File: config.mk
export PLATFORM = sky130hd
export DESIGN_NAME = seg_scan_driver_flat
export DESIGN_NICKNAME = d
export VERILOG_FILES = /design/src/rtl/seg_scan_driver_if.sv /design/src/rtl/seg_scan_driver.sv /design/src/flat_wrapper.sv
export SDC_FILE = /design/constraint.sdc
export NUM_CORES = 1
export LEC_CHECK = 0
export ABC_AREA = 1
export BUFFER_PORTS_ARGS = -buffer_cell sky130_fd_sc_hd__buf_2
export CORE_ASPECT_RATIO = 1.75
export CORE_UTILIZATION = 58
export CTS_CLUSTER_DIAMETER = 40
export DETAILED_ROUTE_END_ITERATION = 8
export PLACE_DENSITY = 0.88
export SLEW_MARGIN = 20
export SYNTH_ARGS = -nofsm -noshare
export SYNTH_HDL_FRONTEND = slang
export SYNTH_SLANG_ARGS = --single-unit
File: constraint.sdc
create_clock -name clk -period 2.6 [get_ports clk]
set_input_delay 0.52 -clock clk [delete_from_list [all_inputs] [get_ports clk]]
set_output_delay 0.52 -clock clk [all_outputs]
set_load 0.005 [all_outputs]
File: src/rtl/seg_scan_driver_if.sv
// Display data/handshake bundle for seg_scan_driver.
// master = content source (game FSM / bench); slave = the scan driver.
interface seg_scan_driver_if #(
  parameter int NUM_DIGITS = 4
);
  logic [4*NUM_DIGITS-1:0] graphics;
  logic [NUM_DIGITS-1:0]   dots;
  logic [NUM_DIGITS-1:0]   blank;
  logic [NUM_DIGITS-1:0]   blink;
  logic                    update;
  logic                    update_ack;
  logic                    frame_done;
  logic [NUM_DIGITS-1:0]   seg_sel;
  logic [7:0]              seg;

  modport master (
    output graphics, dots, blank, blink, update,
    input  update_ack, frame_done, seg_sel, seg
  );

  modport slave (
    input  graphics, dots, blank, blink, update,
    output update_ack, frame_done, seg_sel, seg
  );
endinterface

File: src/rtl/seg_scan_driver.sv
// Time-multiplexed common-anode seven-segment scanner with double-buffered
// content, per-digit dot/blank/blink and leading dead time in every slot.
// All outputs are registered from the next-state values, so select and
// segment data always switch together.
module seg_scan_driver #(
  parameter int NUM_DIGITS    = 4,
  parameter int REFRESH_TICKS = 100000,
  parameter int DEAD_TICKS    = 0,
  parameter int BLINK_FRAMES  = 64
) (
  input  logic              clk,
  input  logic              rst,
  seg_scan_driver_if.slave  bus
);

  localparam int TW = $clog2(REFRESH_TICKS);
  localparam int DW = (NUM_DIGITS > 1) ? $clog2(NUM_DIGITS) : 1;
  localparam int FW = (BLINK_FRAMES > 1) ? $clog2(BLINK_FRAMES) : 1;

  // Active-low glyph table, bit order {center, tl, bl, b, br, tr, t}.
  function automatic logic [6:0] f_decode(input logic [3:0] i_g);
    case (i_g)
      4'h0:    f_decode = 7'b1000000;
      4'h1:    f_decode = 7'b1111001;
      4'h2:    f_decode = 7'b0100100;
      4'h3:    f_decode = 7'b0110000;
      4'h4:    f_decode = 7'b0011001;
      4'h5:    f_decode = 7'b0010010;
      4'h6:    f_decode = 7'b0000010;
      4'h7:    f_decode = 7'b1111000;
      4'h8:    f_decode = 7'b0000000;
      4'h9:    f_decode = 7'b0010000;
      4'hA:    f_decode = 7'b0101011;  // N
      4'hB:    f_decode = 7'b0100001;  // D
      4'hC:    f_decode = 7'b0101111;  // R
      4'hD:    f_decode = 7'b0001000;  // A
      4'hE:    f_decode = 7'b0010101;  // W
      default: f_decode = 7'b1111111;  // off
    endcase
  endfunction

  logic [TW-1:0]           r_tick,    w_tick_nxt;
  logic [DW-1:0]           r_digit,   w_digit_nxt;
  logic [4*NUM_DIGITS-1:0] r_gfx,     w_gfx_nxt;
  logic [NUM_DIGITS-1:0]   r_dots,    w_dots_nxt;
  logic [NUM_DIGITS-1:0]   r_blank,   w_blank_nxt;
  logic [NUM_DIGITS-1:0]   r_blink,   w_blink_nxt;
  logic                    r_pending, w_pending_nxt;
  logic [FW-1:0]           r_fcnt,    w_fcnt_nxt;
  logic                    r_phase,   w_phase_nxt;
  logic [7:0]              r_seg,     w_seg_nxt;
  logic [NUM_DIGITS-1:0]   r_sel,     w_sel_nxt;
  logic                    r_ack,     r_fd;

  logic                    w_slot_end, w_wrap, w_load, w_off;
  logic [4*NUM_DIGITS-1:0] w_gfx_sh;
  logic [NUM_DIGITS-1:0]   w_dots_sh, w_blank_sh, w_blink_sh;
  int                      w_tick_i;

  // Next-state for scan counters, handshake, shadows, blink and outputs.
  always_comb begin
    w_slot_end    = (r_tick == TW'(REFRESH_TICKS - 1));
    w_wrap        = w_slot_end && (r_digit == DW'(NUM_DIGITS - 1));
    w_tick_nxt    = w_slot_end ? '0 : r_tick + TW'(1);
    w_digit_nxt   = r_digit;
    if (w_slot_end) w_digit_nxt = w_wrap ? '0 : r_digit + DW'(1);

    // An update on the boundary cycle itself is taken at that boundary.
    w_load        = w_wrap && (r_pending || bus.update);
    w_pending_nxt = w_load ? 1'b0 : (r_pending || bus.update);
    w_gfx_nxt     = w_load ? bus.graphics : r_gfx;
    w_dots_nxt    = w_load ? bus.dots     : r_dots;
    w_blank_nxt   = w_load ? bus.blank    : r_blank;
    w_blink_nxt   = w_load ? bus.blink    : r_blink;

    w_fcnt_nxt    = r_fcnt;
    w_phase_nxt   = r_phase;
    if (w_wrap) begin
      if (r_fcnt == FW'(BLINK_FRAMES - 1)) begin
        w_fcnt_nxt  = '0;
        w_phase_nxt = ~r_phase;
      end else begin
        w_fcnt_nxt  = r_fcnt + FW'(1);
      end
    end

    // Shift the selected digit down to bit 0 to stay legal at NUM_DIGITS=1.
    w_gfx_sh   = w_gfx_nxt   >> {w_digit_nxt, 2'b00};
    w_dots_sh  = w_dots_nxt  >> w_digit_nxt;
    w_blank_sh = w_blank_nxt >> w_digit_nxt;
    w_blink_sh = w_blink_nxt >> w_digit_nxt;
    w_tick_i   = int'(w_tick_nxt);
    w_off      = (w_tick_i < DEAD_TICKS) || w_blank_sh[0] ||
                 (w_blink_sh[0] && w_phase_nxt);
    w_seg_nxt  = w_off ? 8'hFF : {~w_dots_sh[0], f_decode(w_gfx_sh[3:0])};
    w_sel_nxt  = ~(NUM_DIGITS'(1) << w_digit_nxt);
  end

  // State and output registers; reset restarts the frame and drops pending.
  always_ff @(posedge clk) begin
    if (rst) begin
      r_tick    <= '0;
      r_digit   <= '0;
      r_gfx     <= '1;
      r_dots    <= '0;
      r_blank   <= '0;
      r_blink   <= '0;
      r_pending <= 1'b0;
      r_fcnt    <= '0;
      r_phase   <= 1'b0;
      r_seg     <= 8'hFF;
      r_sel     <= ~NUM_DIGITS'(1);
      r_ack     <= 1'b0;
      r_fd      <= 1'b0;
    end else begin
      r_tick    <= w_tick_nxt;
      r_digit   <= w_digit_nxt;
      r_gfx     <= w_gfx_nxt;
      r_dots    <= w_dots_nxt;
      r_blank   <= w_blank_nxt;
      r_blink   <= w_blink_nxt;
      r_pending <= w_pending_nxt;
      r_fcnt    <= w_fcnt_nxt;
      r_phase   <= w_phase_nxt;
      r_seg     <= w_seg_nxt;
      r_sel     <= w_sel_nxt;
      r_ack     <= w_load;
      r_fd      <= w_wrap;
    end
  end

  assign bus.seg        = r_seg;
  assign bus.seg_sel    = r_sel;
  assign bus.update_ack = r_ack;
  assign bus.frame_done = r_fd;

endmodule
File: src/flat_wrapper.sv
// flat-port wrapper written by rule: the top's interface ports become plain ports
module seg_scan_driver_flat 
#(
  parameter int NUM_DIGITS    = 4,
  parameter int REFRESH_TICKS = 100000,
  parameter int DEAD_TICKS    = 0,
  parameter int BLINK_FRAMES  = 64
)
  (clk, rst, bus_graphics, bus_dots, bus_blank, bus_blink, bus_update, bus_update_ack, bus_frame_done, bus_seg_sel, bus_seg);
  seg_scan_driver_if #(.NUM_DIGITS(NUM_DIGITS)) bus_i ();
  input  logic clk;
  input  logic rst;
  input wire logic [$bits(bus_i.graphics)-1:0] bus_graphics;
  input wire logic [$bits(bus_i.dots)-1:0] bus_dots;
  input wire logic [$bits(bus_i.blank)-1:0] bus_blank;
  input wire logic [$bits(bus_i.blink)-1:0] bus_blink;
  input wire logic [$bits(bus_i.update)-1:0] bus_update;
  output wire logic [$bits(bus_i.update_ack)-1:0] bus_update_ack;
  output wire logic [$bits(bus_i.frame_done)-1:0] bus_frame_done;
  output wire logic [$bits(bus_i.seg_sel)-1:0] bus_seg_sel;
  output wire logic [$bits(bus_i.seg)-1:0] bus_seg;
  assign bus_i.graphics = bus_graphics;
  assign bus_i.dots = bus_dots;
  assign bus_i.blank = bus_blank;
  assign bus_i.blink = bus_blink;
  assign bus_i.update = bus_update;
  assign bus_update_ack = bus_i.update_ack;
  assign bus_frame_done = bus_i.frame_done;
  assign bus_seg_sel = bus_i.seg_sel;
  assign bus_seg = bus_i.seg;
  seg_scan_driver #(.NUM_DIGITS(NUM_DIGITS), .REFRESH_TICKS(REFRESH_TICKS), .DEAD_TICKS(DEAD_TICKS), .BLINK_FRAMES(BLINK_FRAMES)) u_core (.clk(clk), .rst(rst), .bus(bus_i));
endmodule
== Yosys cells after proc, flatten, opt, wreduce, memory -nomap -nowiden ==
Memory sizes are Yosys's and may differ from the RTL's. A register that Yosys moved wholly into a read port is not among the register bits.
Cells that the tools add are included.
Operators by class
  $add $sub $neg: 3
  eq/ne operators: 3
  shifts and indexed selects: 5
  multiplexer cells: 9
  bitwise operators: 3
  reductions and logical operators: 8
Operator list (count)
  17-bit by 1-bit adder with 17-bit output, second input constant: 1
  17-bit equality test, second input constant: 1
  16-bit two-way mux: 1
  16-bit by 4-bit right shift with 4-bit output: 1
  4-bit two-way mux: 3
  4-bit by 2-bit right shift with 1-bit output: 3
  6-bit by 1-bit adder with 6-bit output, second input constant: 1
  6-bit equality test, second input constant: 1
  6-bit two-way mux: 1
  2-bit OR reduction: 3
  2-bit two-way mux: 2
  4-bit inverter: 1
  1-bit by 2-bit left shift with 4-bit output, first input constant: 1
  1-bit logical AND: 3
  2-bit by 1-bit adder with 2-bit output, second input constant: 1
  2-bit equality test, second input constant: 1
  1-bit logical OR: 2
  1-bit two-way mux: 2
  1-bit inverter: 2
Word-level totals
  register bits after elaboration: 69
  memory bits (read-only): 112
  bits of input ports: 31
  memories: 1
Memory list
  (no name shown): words 16, bits a word 7, rd ports 1, clocked after memory_dff 1, write ports 0, line seg_scan_driver.sv:22  | case (i_g)

== Depth between registers and ports, before layout ==
  depth after elaboration: 8
  depth in mapped cells: 21
  gate-level depth less buffers: 21

== Least setup slack after synthesis ==
OpenSTA, ideal clock, no wires.
  path type: reg2reg
  start: register u_core.r_tick[0]
  end: register u_core.r_seg[5] (netlist: u_core.bus.seg[5])
  setup time: 0.123 ns
  data arrival time: 2.254 ns
  required time: 2.477 ns
  slack: 0.223 ns
  stages on the path, launching flop included: 21
  period minus slack after synthesis: 2.377 ns
  cells stage by stage: dfxtp_1 -> ha_1 -> nand2_2 -> nor2_4 -> nand2_1 -> nor2_4 -> nand3_2 -> nand2_8 -> nand2_4 -> inv_4 -> nand2_1 -> nand2_1 -> inv_1 -> nand2_2 -> inv_1 -> ha_1 -> inv_1 -> nand2_2 -> nand2_1 -> nand2_1 -> nand3_1
On the way
  cells in the longest elaborated chain, start to end: 8
  elaborated cells on any way between the ends: 15
  those cells by class: 1 x eq/ne; 3 x shift; 6 x mux; 5 x reduce/logical
RTL lines
  from (decl): line seg_scan_driver.sv:42  | logic [TW-1:0] r_tick, w_tick_nxt;
  from (signal assigned): line seg_scan_driver.sv:116  | r_tick <= w_tick_nxt;
  17-bit equality test (*): line seg_scan_driver.sv:62  | w_slot_end = (r_tick == TW'(REFRESH_TICKS - 1));
  1-bit logical AND: line seg_scan_driver.sv:63  | w_wrap = w_slot_end && (r_digit == DW'(NUM_DIGITS - 1));
  2-bit two-way mux or 1-bit logical AND (tied branches): line seg_scan_driver.sv:66, seg_scan_driver.sv:69
  2-bit two-way mux or 4-bit two-way mux (tied branches): line seg_scan_driver.sv:66, seg_scan_driver.sv:74
  4-bit by 2-bit right shift with 1-bit output: line seg_scan_driver.sv:91  | w_blink_sh = w_blink_nxt >> w_digit_nxt;
  1-bit logical AND: line seg_scan_driver.sv:94  | (w_blink_sh[0] && w_phase_nxt);
  1-bit logical OR: line seg_scan_driver.sv:93  | w_off = (w_tick_i < DEAD_TICKS) || w_blank_sh[0] ||
  2-bit OR reduction (no line)
  to (decl): line seg_scan_driver.sv:51  | logic [7:0] r_seg, w_seg_nxt;
Every way passes the cells marked *; elsewhere a longest branch is shown, timed or not.
A chain may end at the register's enable or synchronous reset.

== Worst setup path in the final report ==
Same ends and word-level chain as after synthesis.

==> results.yml <==
status:
  outcome: "finished clean"
placed_design:
  place_hpwl_mm: 5.99
  place_ws_ns: 0.0136
  io_buffer_count: 44
  gp_congestion: 0.852
  dpl.cell_count: 601
finish:
  finalNetCount: 582
  finalNonFillerCells: 624
  fillers: 470
  drive_gt1_frac: 0.262
  n_antenna_cell: 0
  multi_input_area_sq_um: 1960
  area_growth_syn_to_layout_pct: 17.6
  regArea_sq_um: 1380
hold_path:
  hold_path_class: "input pin to register"
  min_from: "bus_graphics[11]"
yosys:
  syn_nets: 523
  avgSynthCellArea_sq_um: 7.40
  ys_async_sr_fraction: 0
  syn_area_sq_um: 3570
  synth.largest_area_cell: "dfxtp_1"
  synth_common_cells: "nand2_1 (155), dfxtp_1 (69), inv_1 (40), nand3_1 (40), nor2_1 (40)"
  synth_cells: 482
  synth_enable_flop_cells: 0
  yosysWarnings: 0
  synthTopCellsByArea: "dfxtp_1 (39%), nand2_1 (16%), nand3_1 (5.6%), inv_1 (4.2%), nor2_1 (4.2%)"
  synthMostInstantiatedCell: "nand2_1"
  synth.distinct_cells: 36
  yosysSeqAreaShare: 0.387
  synth_top_area_frac: 0.387
  synth-seq-cells: 69
  synth_top_flop_cell: "dfxtp_1"
cts:
  cts-root-buf: "clkbuf_8"
  cts_hold_buffers: 0
  path_clk_slew_ns: 0.08
  cts_tree: "yes"
  clock_sinks: 69
  h-tree-depth: 3
  clk_path_buf_depth: 2
  numCtsBuffers: 9
  clock_latency_ns: 0.36
setup_path:
  r2r_start: "u_core.r_tick[0]"
  worst-path-max-fanout: 8
  crit_path_end_kind: "register"
  start_kind: "register"
  max_stage_delay_ns: 0.33
  crit_buf_inv: 4
  crit_required_ns: 2.84
  crit_path_frequent_cell: "nand2_1"
  worst_path_max_delay_cell: "dfxtp_2"
  crit_family: "simple AND/OR/NAND/NOR gates"
  cp_data_arrival_time_ns: 2.76
  critical_path.cell_chain: "ha_2, nand2_2, nor2_4, nand2_2, nor2_4, nand3_4, nand2_8, nand2_4, inv_6, nand2_1, nand2_1, inv_1, nand2_4, inv_4, ha_4, inv_1, nand2_2, nand2_1, nand2_1, nand3_1"
  reg2reg_slack_ns: 0.08
  crit_start: "u_core.r_tick[0]"
  critPathKind: "register to register"
timing:
  timing.hold.ws_ns: 0.386
  fmax_mhz: 397
  slew_violations: 0
  maxSlewHeadroom: 0.662
  tightest_slew_ns: 0.505
  setup_slack_ns: 0.0804
  fin_crit_ns: 2.52
  fin_crit_sh: 0.969
  hold_violations: 0
  finalSetupViolCount: 0
  fin_skew_ns: 0.0113
global_route:
  grt_overflow: 0
  track_usage: 0.272
  grt_antenna_before_repair: 0
  grt_pass1_vias: 3191
  grt_max_degree: 22
  grt_pass1_wl_mm: 13.0
routing:
  drt_pass1_iterations: 4
  vias: 3246
  initialDrtViolationCount: 219
  vias_per_cell: 5.20
  drt_wl_total_mm: 8.33
  wire_per_inst_um: 13.3
  drc: 0
  ant_nets: 0
floorplanning:
  ios: 45
  core_sq_um: 5930
  dieArea_sq_um: 6480
  rows: 37
  die_h_um: 106
  die_w_um: 61.3
  initial_utilization: 0.602
power:
  power_density_nw_per_um2: 457
  leakage_nw: 1.88
  vdd_drop_max_mv: 0.516
run:
  drv_cap: 0
==> layout make-up <==
cell class / instances / area share
multi-input cells: 347 / 0.467
repair buffers: 59 / 0.0841
clock buffers: 15 / 0.0397
inverters: 55 / 0.0546
clock inverters: 1 / 0.00119
flip-flops and latches: 69 / 0.330
well taps: 78 / 0.0233
==> final timing paths <==
path                             to  cells after the start
setup / recovery  u_core.bus.seg[5]                     20
hold reg to reg     u_core.r_gfx[4]                      2
setup reg to reg  u_core.bus.seg[5]                     20
hold / removal     u_core.r_gfx[11]                      3
==> worst register-to-register path: cells and delay by family, from the launching register on <==
kind                       cells  cell delay, ns
adders and majority gates      2            0.46
DFF                            1            0.33
buffers and inverters          4            0.26
and+or+nand+nor               14            1.36
==> metal layers <==
metal,wire length (um),up-vias,GRT usage
li1,-,1627,-
met1,2900,1507,0.248
met2,4780,84,0.505
met3,298,28,0.0613
met4,353,0,0.162
met5,0,-,0
==> registers in the layout (all words and copies together), names as in the netlist, 4 cells and up <==
register and flops:
u_core.r_gfx 16, u_core.bus.seg 8, u_core.r_tick 17, u_core.r_blank 4, u_core.r_blink 4, u_core.bus.seg_sel 4
u_core.r_fcnt 6, u_core.r_dots 4
==> stage by stage <==
stage / utilization / total power, mW / TNS (ns) / instance area [sq um]
after global routing: 0.708 / 1.98 / -0.362 / 4200
after global placement: 0.656 / 1.15 / 0 / 3890
after CTS: 0.685 / 1.91 / 0 / 4060
after detailed placement: 0.656 / 1.15 / 0 / 3890
final: 0.708 / 1.92 / 0 / 4200
after floorplan: - / 1.12 / 0 / 3570
==> cell usage in the layout, fill, tap and decap left out, drive strengths merged <==
cell,instances
a211oi,1
a21oi,16
a221oi,1
a22o,1
a31oi,1
buf,59
clkbuf,15
clkinv,1
dfxtp,69
ha,10
inv,55
mux2i,2
nand2,178
nand3,45
nand4,10
nor2,54
nor3,9
nor3b,2
o21ai,9
or2,1
xor2,7
==> cells by family (layout without fill, tap and decap cells) <==
| logic type | after synthesis | count (layout) | share of synthesized area |
|---|---|---|---|
| mux | 2 | 2 | 0.00561 |
| xor+xnor | 7 | 7 | 0.0172 |
| compound gates | 29 | 29 | 0.0449 |
| fa+ha+maj | 10 | 10 | 0.0351 |
| buf+inv | 66 | 130 | 0.0765 |
| simple gates | 299 | 299 | 0.434 |
| flops | 69 | 69 | 0.387 |
==> timing repair <==
action	in CTS	in global routing
resized for setup	0	23
buffers inserted	0	7
setup endpoints to repair	0	8
==> power by group <==
group | leakage, nW | total, mW | internal, mW | switching, mW
registers | 0.558 | 1.07 | 1.06 | 0.00310
logic | 1.24 | 0.0665 | 0.0276 | 0.0389
clock network | 0.0877 | 0.786 | 0.399 | 0.387
total | 1.88 | 1.92 | 1.49 | 0.429
Power figures use the tool's default switching activity.
